### config.mk
export PLATFORM = sky130hd
export DESIGN_NAME = uart_rx_ctrl
export DESIGN_NICKNAME = d
export VERILOG_FILES = /design/src/rtl/uart_rx_pkg.sv /design/src/rtl/uart_rx_edge_bit_cnt.sv /design/src/rtl/uart_rx_ctrl.sv
export SDC_FILE = /design/constraint.sdc
export NUM_CORES = 1
export LEC_CHECK = 0
export CAP_MARGIN = 20
export CORE_MARGIN = 5
export CORE_UTILIZATION = 54
export DETAILED_ROUTE_END_ITERATION = 8
export PLACE_DENSITY = 0.77
export SLEW_MARGIN = 25
export SYNTH_ARGS = -nofsm -noshare
export SYNTH_HDL_FRONTEND = slang
export SYNTH_SLANG_ARGS = --single-unit
### constraint.sdc
create_clock -name clk -period 2.9 [get_ports clk]
set_clock_uncertainty 0.1 [all_clocks]
set_input_delay 0.58 -clock clk [delete_from_list [all_inputs] [get_ports clk]]
set_output_delay 0.58 -clock clk [all_outputs]
set_load 0.1 [all_outputs]
### src/rtl/uart_rx_pkg.sv
// Shared types and constants for the UART RX controller.
package uart_rx_pkg;

  // Width of edge_cnt and of the prescale input.
  localparam int unsigned PsWidth = 5;

  // Parity type encodings on par_typ.
  localparam logic ParEven = 1'b0;
  localparam logic ParOdd  = 1'b1;

  typedef enum logic [2:0] {
    StIdle   = 3'd0,
    StStart  = 3'd1,
    StData   = 3'd2,
    StParity = 3'd3,
    StStop   = 3'd4
  } rx_state_e;

endpackage

### src/rtl/uart_rx_edge_bit_cnt.sv
// Per-bit edge counter and data-bit counter for the UART RX controller.
// edge_cnt runs 0..P-1 while enabled; bit_cnt counts completed bits while bit_en_i is high.
module uart_rx_edge_bit_cnt
  import uart_rx_pkg::*;
#(
  parameter int unsigned CntWidth = 4
) (
  input  logic                clk,
  input  logic                rst,
  input  logic                en_i,
  input  logic                bit_en_i,
  input  logic [PsWidth-1:0]  prescale_i,
  output logic [PsWidth-1:0]  edge_cnt_o,
  output logic [CntWidth-1:0] bit_cnt_o,
  output logic                last_edge_o
);

  logic [PsWidth-1:0]  edge_cnt_q, edge_cnt_d;
  logic [CntWidth-1:0] bit_cnt_q, bit_cnt_d;
  logic                last_edge;

  assign last_edge = en_i && (edge_cnt_q == (prescale_i - PsWidth'(1)));

  // Next-state: wrap the edge counter at P-1, bump the bit counter on each wrap.
  always_comb begin
    edge_cnt_d = edge_cnt_q;
    bit_cnt_d  = bit_cnt_q;
    if (!en_i) begin
      edge_cnt_d = '0;
    end else if (last_edge) begin
      edge_cnt_d = '0;
    end else begin
      edge_cnt_d = edge_cnt_q + PsWidth'(1);
    end
    if (!en_i || !bit_en_i) begin
      bit_cnt_d = '0;
    end else if (last_edge) begin
      bit_cnt_d = bit_cnt_q + CntWidth'(1);
    end
  end

  // Counter registers.
  always_ff @(posedge clk or posedge rst) begin
    if (rst) begin
      edge_cnt_q <= '0;
      bit_cnt_q  <= '0;
    end else begin
      edge_cnt_q <= edge_cnt_d;
      bit_cnt_q  <= bit_cnt_d;
    end
  end

  assign edge_cnt_o  = edge_cnt_q;
  assign bit_cnt_o   = bit_cnt_q;
  assign last_edge_o = last_edge;

endmodule

### src/rtl/uart_rx_ctrl.sv
// UART RX controller: start detection, bit sequencing, LSB-first deserialisation and
// frame checking. Define UART_RX_PARITY_EN to add the parity bit, par_en/par_typ ports
// and par_err logic; otherwise frames are start + DATA_WIDTH + stop and par_err is 0.
module uart_rx_ctrl
  import uart_rx_pkg::*;
#(
  parameter int unsigned DATA_WIDTH = 8
) (
  input  logic                  clk,
  input  logic                  rst,
  input  logic                  rx_in,
  input  logic [PsWidth-1:0]    prescale,
  input  logic                  sampled_bit,
`ifdef UART_RX_PARITY_EN
  input  logic                  par_en,
  input  logic                  par_typ,
`endif
  output logic [PsWidth-1:0]    edge_cnt,
  output logic                  dat_samp_en,
  output logic [DATA_WIDTH-1:0] p_data,
  output logic                  data_valid,
  output logic                  par_err,
  output logic                  stp_err,
  output logic                  strt_err
);

  localparam int unsigned BcW = $clog2(DATA_WIDTH + 1);

  rx_state_e             state_q, state_d;
  logic [PsWidth-1:0]    ps_q, ps_d;
  logic [DATA_WIDTH-1:0] shreg_q, shreg_d;
  logic [DATA_WIDTH-1:0] p_data_q, p_data_d;
  logic                  data_valid_q, data_valid_d;
  logic                  stp_err_q, stp_err_d;
  logic                  strt_err_q, strt_err_d;

  logic                  start_det;
  logic                  cnt_en;
  logic                  bit_en;
  logic [PsWidth-1:0]    ps_eff;
  logic [BcW-1:0]        bit_cnt;
  logic                  last_edge;
  logic                  par_bad;

`ifdef UART_RX_PARITY_EN
  logic par_flag_q, par_flag_d;
  logic par_err_q, par_err_d;
  assign par_bad = par_flag_q;
  assign par_err = par_err_q;
`else
  assign par_bad = 1'b0;
  assign par_err = 1'b0;
`endif

  // The detection cycle is edge 0, so the counter runs during it using the live prescale.
  assign start_det   = (state_q == StIdle) && !rx_in;
  assign cnt_en      = (state_q != StIdle) || start_det;
  assign bit_en      = (state_q == StData);
  assign ps_eff      = (state_q == StIdle) ? prescale : ps_q;
  assign dat_samp_en = (state_q != StIdle);

  uart_rx_edge_bit_cnt #(
    .CntWidth (BcW)
  ) u_cnt (
    .clk         (clk),
    .rst         (rst),
    .en_i        (cnt_en),
    .bit_en_i    (bit_en),
    .prescale_i  (ps_eff),
    .edge_cnt_o  (edge_cnt),
    .bit_cnt_o   (bit_cnt),
    .last_edge_o (last_edge)
  );

  // FSM next-state, shift register and output strobes.
  always_comb begin
    state_d      = state_q;
    ps_d         = ps_q;
    shreg_d      = shreg_q;
    p_data_d     = p_data_q;
    data_valid_d = 1'b0;
    stp_err_d    = 1'b0;
    strt_err_d   = 1'b0;
`ifdef UART_RX_PARITY_EN
    par_flag_d   = par_flag_q;
    par_err_d    = 1'b0;
`endif
    case (state_q)
      StIdle: begin
        if (!rx_in) begin
          state_d = StStart;
          ps_d    = prescale;
`ifdef UART_RX_PARITY_EN
          par_flag_d = 1'b0;
`endif
        end
      end
      StStart: begin
        if (last_edge) begin
          if (sampled_bit) begin
            strt_err_d = 1'b1;
            state_d    = StIdle;
          end else begin
            state_d = StData;
          end
        end
      end
      StData: begin
        if (last_edge) begin
          shreg_d = {sampled_bit, shreg_q[DATA_WIDTH-1:1]};
          if (bit_cnt == BcW'(DATA_WIDTH - 1)) begin
`ifdef UART_RX_PARITY_EN
            state_d = par_en ? StParity : StStop;
`else
            state_d = StStop;
`endif
          end
        end
      end
`ifdef UART_RX_PARITY_EN
      StParity: begin
        if (last_edge) begin
          par_flag_d = sampled_bit != ((^shreg_q) ^ (par_typ == ParOdd));
          state_d    = StStop;
        end
      end
`endif
      StStop: begin
        if (last_edge) begin
          state_d   = StIdle;
          stp_err_d = !sampled_bit;
`ifdef UART_RX_PARITY_EN
          par_err_d = par_flag_q;
`endif
          if (sampled_bit && !par_bad) begin
            p_data_d     = shreg_q;
            data_valid_d = 1'b1;
          end
        end
      end
      default: state_d = StIdle;
    endcase
  end

  // State and output registers.
  always_ff @(posedge clk or posedge rst) begin
    if (rst) begin
      state_q      <= StIdle;
      ps_q         <= '0;
      shreg_q      <= '0;
      p_data_q     <= '0;
      data_valid_q <= 1'b0;
      stp_err_q    <= 1'b0;
      strt_err_q   <= 1'b0;
    end else begin
      state_q      <= state_d;
      ps_q         <= ps_d;
      shreg_q      <= shreg_d;
      p_data_q     <= p_data_d;
      data_valid_q <= data_valid_d;
      stp_err_q    <= stp_err_d;
      strt_err_q   <= strt_err_d;
    end
  end

`ifdef UART_RX_PARITY_EN
  // Parity flag and parity-error strobe.
  always_ff @(posedge clk or posedge rst) begin
    if (rst) begin
      par_flag_q <= 1'b0;
      par_err_q  <= 1'b0;
    end else begin
      par_flag_q <= par_flag_d;
      par_err_q  <= par_err_d;
    end
  end
`endif

  assign p_data     = p_data_q;
  assign data_valid = data_valid_q;
  assign stp_err    = stp_err_q;
  assign strt_err   = strt_err_q;

endmodule

# Word level (Yosys, flattened, before mapping)
# Cells that the tools add are included.
classes:
  reduce_logical: 15
  n_mux: 18
  eq_ne: 10
  bitwise: 1
  addsub: 3
ops:
  columns: ["operator", "count"]
  rows:
  - ["$mux 3", 5]
  - ["$mux 5", 3]
  - ["$pmux 3 s4", 1]
  - ["$ne 2x2->1 const B", 5]
  - ["$mux 4", 2]
  - ["$mux 1", 6]
  - ["$add 5x1->5 const B", 1]
  - ["$eq 5x5->1", 1]
  - ["$reduce_and 5->1", 1]
  - ["$sub 5x1->5 const B", 1]
  - ["$add 4x1->4 const B", 1]
  - ["$eq 4x3->1 const B", 1]
  - ["$logic_not 1->1", 4]
  - ["$reduce_and 2->1", 2]
  - ["$eq 3x1->1 const B", 1]
  - ["$eq 3x2->1 const B", 1]
  - ["$eq 3x3->1 const B", 1]
  - ["$logic_not 3->1", 1]
  - ["$reduce_and 3->1", 1]
  - ["$reduce_bool 3->1", 1]
  - ["$logic_and 1x1->1", 2]
  - ["$logic_or 1x1->1", 2]
  - ["$mux 2", 1]
  - ["$reduce_bool 2->1", 1]
  - ["$not 1->1", 1]
totals:
  output_inout_bits: 18
  word_cells: 56
  reg_bits: 36
  inputBits: 9

# Logic depth before layout (Yosys ltp)
logic_depth:
  ltp_word: 7
  mapped_depth: 9
  depth_no_buf: 7

# Hierarchy
# From an unflattened synthesis, not the netlist that was laid out.
unflattened:
  cells_unflattened: 148
  hier_area_um2: 1779.2
by_module_without_submodules:
  columns: ["mod", "cells_per_inst", "area_each_um2", "seq_area_each_um2", "instances"]
  rows:
  - ["uart_rx_ctrl", 92, 1214.9, 675.6, 1]
  - ["uart_rx_edge_bit_cnt", 56, 564.3, 225.2, 1]

# Worst setup path before layout
# No wires, ideal clock.
synth_path:
  path_type: "register to register"
  start: "register u_cnt.edge_cnt_q[4], in the netlist u_cnt.edge_cnt_o[4]"
  end: "register shreg_q[0]"
  n_path_buf: 1
  path_stages_with_launch: 8
  required_time_ns: 2.675
  t_arrival_ns: 2.552
  synth_period_minus_slack_ns: 2.776
  setup_ns: 0.125
  path_slack_ns: 0.124
  cell_sequence: "dfrtp_1 inv_1 nor3_1 a2111oi_2 a311o_1 buf_4 o2111ai_4 mux2_2"
synth_between:
  elab_chain_cells: 3
synth_rtl:
  columns: ["item", "line", "text"]
  rows:
  - ["start: declaration", "uart_rx_edge_bit_cnt.sv:18", "logic [PsWidth-1:0] edge_cnt_q, edge_cnt_d;"]
  - ["start signal: assignment", "uart_rx_edge_bit_cnt.sv:48", "edge_cnt_q <= edge_cnt_d;"]
  - ["$eq 5x5->1", "uart_rx_edge_bit_cnt.sv:22", "assign last_edge = en_i && (edge_cnt_q == (prescale_i - PsWidth'(1)));"]
  - ["$logic_and 1x1->1", "uart_rx_edge_bit_cnt.sv:22", null]
  - ["$reduce_and 2->1 (no line)", null, null]
  - ["end signal: assignment", "uart_rx_ctrl.sv:158", "shreg_q <= shreg_d;"]
  - ["end: declaration", "uart_rx_ctrl.sv:31", "logic [DATA_WIDTH-1:0] shreg_q, shreg_d;"]
# No other way between the ends.
# A chain may end at the register's enable or synchronous reset.

# Final worst setup path
layout_path:
  start: "input port prescale[1]"
  end: "register shreg_q[1]"
layout_between:
  elab_chain_cells: 5
layout_rtl:
  columns: ["item", "line", "text"]
  rows:
  - ["start: declaration", "uart_rx_ctrl.sv:12", "input logic [PsWidth-1:0] prescale,"]
  - ["$mux 5", "uart_rx_ctrl.sv:59", "assign ps_eff = (state_q == StIdle) ? prescale : ps_q;"]
  - ["$sub 5x1->5", "uart_rx_edge_bit_cnt.sv:22", null]
  - ["$eq 5x5->1", "uart_rx_edge_bit_cnt.sv:22", null]
  - ["$logic_and 1x1->1", "uart_rx_edge_bit_cnt.sv:22", null]
  - ["$reduce_and 2->1 (no line)", null, null]
# No other way between the ends.

==> metrics.yaml <==
global_routing:
  grt_max_degree: 37
  grt_pass1_vias: 1473
  grt-ovfl-total: 0
  grt_usage_pct: 17.7
  grt_pass1_wl_mm: 6.80
  antenna_found_initial: 0
yosys:
  yosysWarnings: 0
  netlist_area_um2: 1900
  yosysUniqueCellTypes: 52
  ys_seq_area_share_pct: 47.3
  synth_edf_count: 0
  synth_seq_cells: 36
  avgSynthCellArea_um2: 12.3
  async_flop_share_pct: 100
  syn_inst: 155
  syn_nets: 166
  ys_dominant_reg_cell: "dfrtp_1"
cts:
  postCtsHoldBufs: 0
  clock-sinks: 36
  path_clk_slew_ps: 110
  cts_tree: "done"
  ctsRootBufferMaster: "clkbuf_4"
  cts_resized: 0
  cts_setup_buffers: 0
  cts_made_buffers: 5
  cts_max_path_buffers: 2
  cts_htree_levels: 2
  insertion_delay_ps: 350
placement:
  place_congestion: 0.835
  portBuffers: 25
  dp_hpwl_mm: 2.88
  place_area_um2: 2220
detailed_routing:
  vias: 1363
  first_pass_iters: 4
  drt-wirelength-per-cell_um: 16.2
  ant_nets: 0
  vias_per_cell: 5.70
  drt-initial-drc-count: 87
  drc: 0
  wirelength_mm: 3.87
sta:
  hold_viol: 0
  finalSetupTns_ps: 0
  fin_crit_ps: 2740
  setup_viol_count_final: 0
  worst_pin_slew_ps: 615
  rsz0062_at_grt: "no"
  fin_crit_sh_pct: 94.4
  max_freq_mhz: 365
  relSlewSlack_pct: 58.9
  slew_violations: 0
  timing.hold.ws_ps: 403
pwr:
  intPower_mw: 1.18
  power_mw: 2.18
  power.switching_fraction_pct: 45.9
  leakagePower_nw: 1.05
  combinationalPowerShare_pct: 53.9
  p_seq_share_pct: 32.4
  pwr-share-clk_pct: 13.8
  powerDensity_nw_per_um2: 953
  ir_drop_mv: 0.419
  switching_power_mw: 1.00
finish:
  diodes: 0
  utilization_pct: 68.0
  final_layout_size_suffix_gt1_share_pct: 39.4
  fin_nets: 204
  fillerInstances: 280
  final_cell_area_um2: 2290
  area_growth_pct: 20.2
status:
  status: "complete, no violations"
floorplanning:
  rows: 21
  io_pins: 27
  die_w_um: 69.4
  initial_core_util_pct: 56.6
  die_h_um: 69.4
  dieArea_um2: 4810
  core_um2: 3360
critical_path:
  worst_setup_path_start_kind: "primary input"
  critPathMaxFanout: 8
  r2r_slack_ps: 230
  cp.arrival_ps: 2860
  endpoint_kind: "flop"
  cp.required_ps: 3030
  crit_type: "in2reg"
run:
  drv_cap: 0
hold_path:
  hp-class: "reg2reg"
==> layer usage <==
layer,global-route usage (%),routed length (um),up-vias
li1,-,-,653
met5,0,0,-
met2,29.7,1920,28
met1,21.5,1700,675
met3,4.78,183,7
met4,6.72,63,0
==> cell usage after synthesis, drive strengths merged, types with 3 or more instances <==
master  number  share of area (%)
nor4b        3                1.7
buf          5                1.9
xnor2        5                2.3
o21a         3                1.6
mux2        21                 12
nor3         5                1.9
inv          5               0.99
a21oi        4                1.1
mux2i        5                2.6
nor2         6                1.6
nand3        5                1.3
a211oi       5                2.6
xor2         3                1.4
nand2        3               0.59
and3         3               0.99
dfrtp       36                 47
o21ai        5                1.5
==> cells in the final DEF, fill, tap and decap left out, drive strengths merged, types with 3 or more instances in the layout <==
| cell type | count |
|---|---|
| nor3 | 5 |
| xor2 | 3 |
| a21oi | 4 |
| clkdlybuf4s50 | 8 |
| clkbuf | 7 |
| xnor2 | 5 |
| inv | 5 |
| nor4b | 3 |
| a211oi | 5 |
| nand2 | 3 |
| o21a | 3 |
| buf | 30 |
| nand3 | 5 |
| o21ai | 5 |
| nor2 | 6 |
| mux2i | 5 |
| and3 | 3 |
| dfrtp | 36 |
| mux2 | 21 |
==> metrics by stage <==
step | cells | setup WS, ps
global placement | 232 | -98.0
detailed placement | 232 | -197
CTS | 239 | 174
finish | 239 | 163
floorplan | 155 | 124
global route | 239 | 31.5
==> registers in the layout (all words and copies together), names as in the netlist, 3 cells and up <==
signal / cells
u_cnt.bit_cnt_o: 4
u_cnt.edge_cnt_o: 5
ps_q: 5
shreg_q: 8
state_q: 3
p_data: 8
==> kinds of logic after synthesis <==
kind of cell	share of synthesized area, %
and+or+nand+nor	14.1
DFF	47.3
AOI/OAI and AO/OA	15.1
muxes	15.1
buffers and inverters	3.29
xor gates and xnor gates	3.68
adders and majority gates	1.31
other	0.197
==> path summary, 6_finish.rpt <==
path | to | depth (start not counted) | startpoint
min in group asynchronous | ps_q[4] | 3 | rst
setup reg to reg | shreg_q[1] | 6 | state_q[0]
hold / removal | p_data[0] | 1 | shreg_q[0]
max in group asynchronous | u_cnt.bit_cnt_o[3] | 3 | rst
hold reg to reg | p_data[0] | 1 | shreg_q[0]
setup / recovery | shreg_q[1] | 7 | prescale[1]
==> area by class of cell <==
class                           count  area [um^2]  share of cell area, %
Multi-Input combinational cell    107          940                   41.1
Sequential cell                    36          901                   39.4
Timing Repair Buffer               38          305                   13.3
Clock buffer                        7         65.1                   2.84
Tap cell                           46         57.6                   2.52
Inverter                            5         18.8                  0.821
==> power by group through the flow <==
stage                     Sequential (mW)  Clock (mW)  Combinational [mW]
final                               0.706       0.301                1.17
after global routing                0.720       0.330                1.26
after CTS                           0.705       0.305                1.18
after detailed placement            0.716           0                1.17
after global placement              0.707           0                1.15
after floorplan                     0.922           0               0.646
==> worst max-delay path, cell delays in order <==
cell and delay, ps:
clkdlybuf4s50_1 460, o31ai_1 370, nand3_1 140, a2111oi_2 400, a311o_1 320, o2111ai_4 240
mux2_2 360
(Power assumes the default switching activity.)
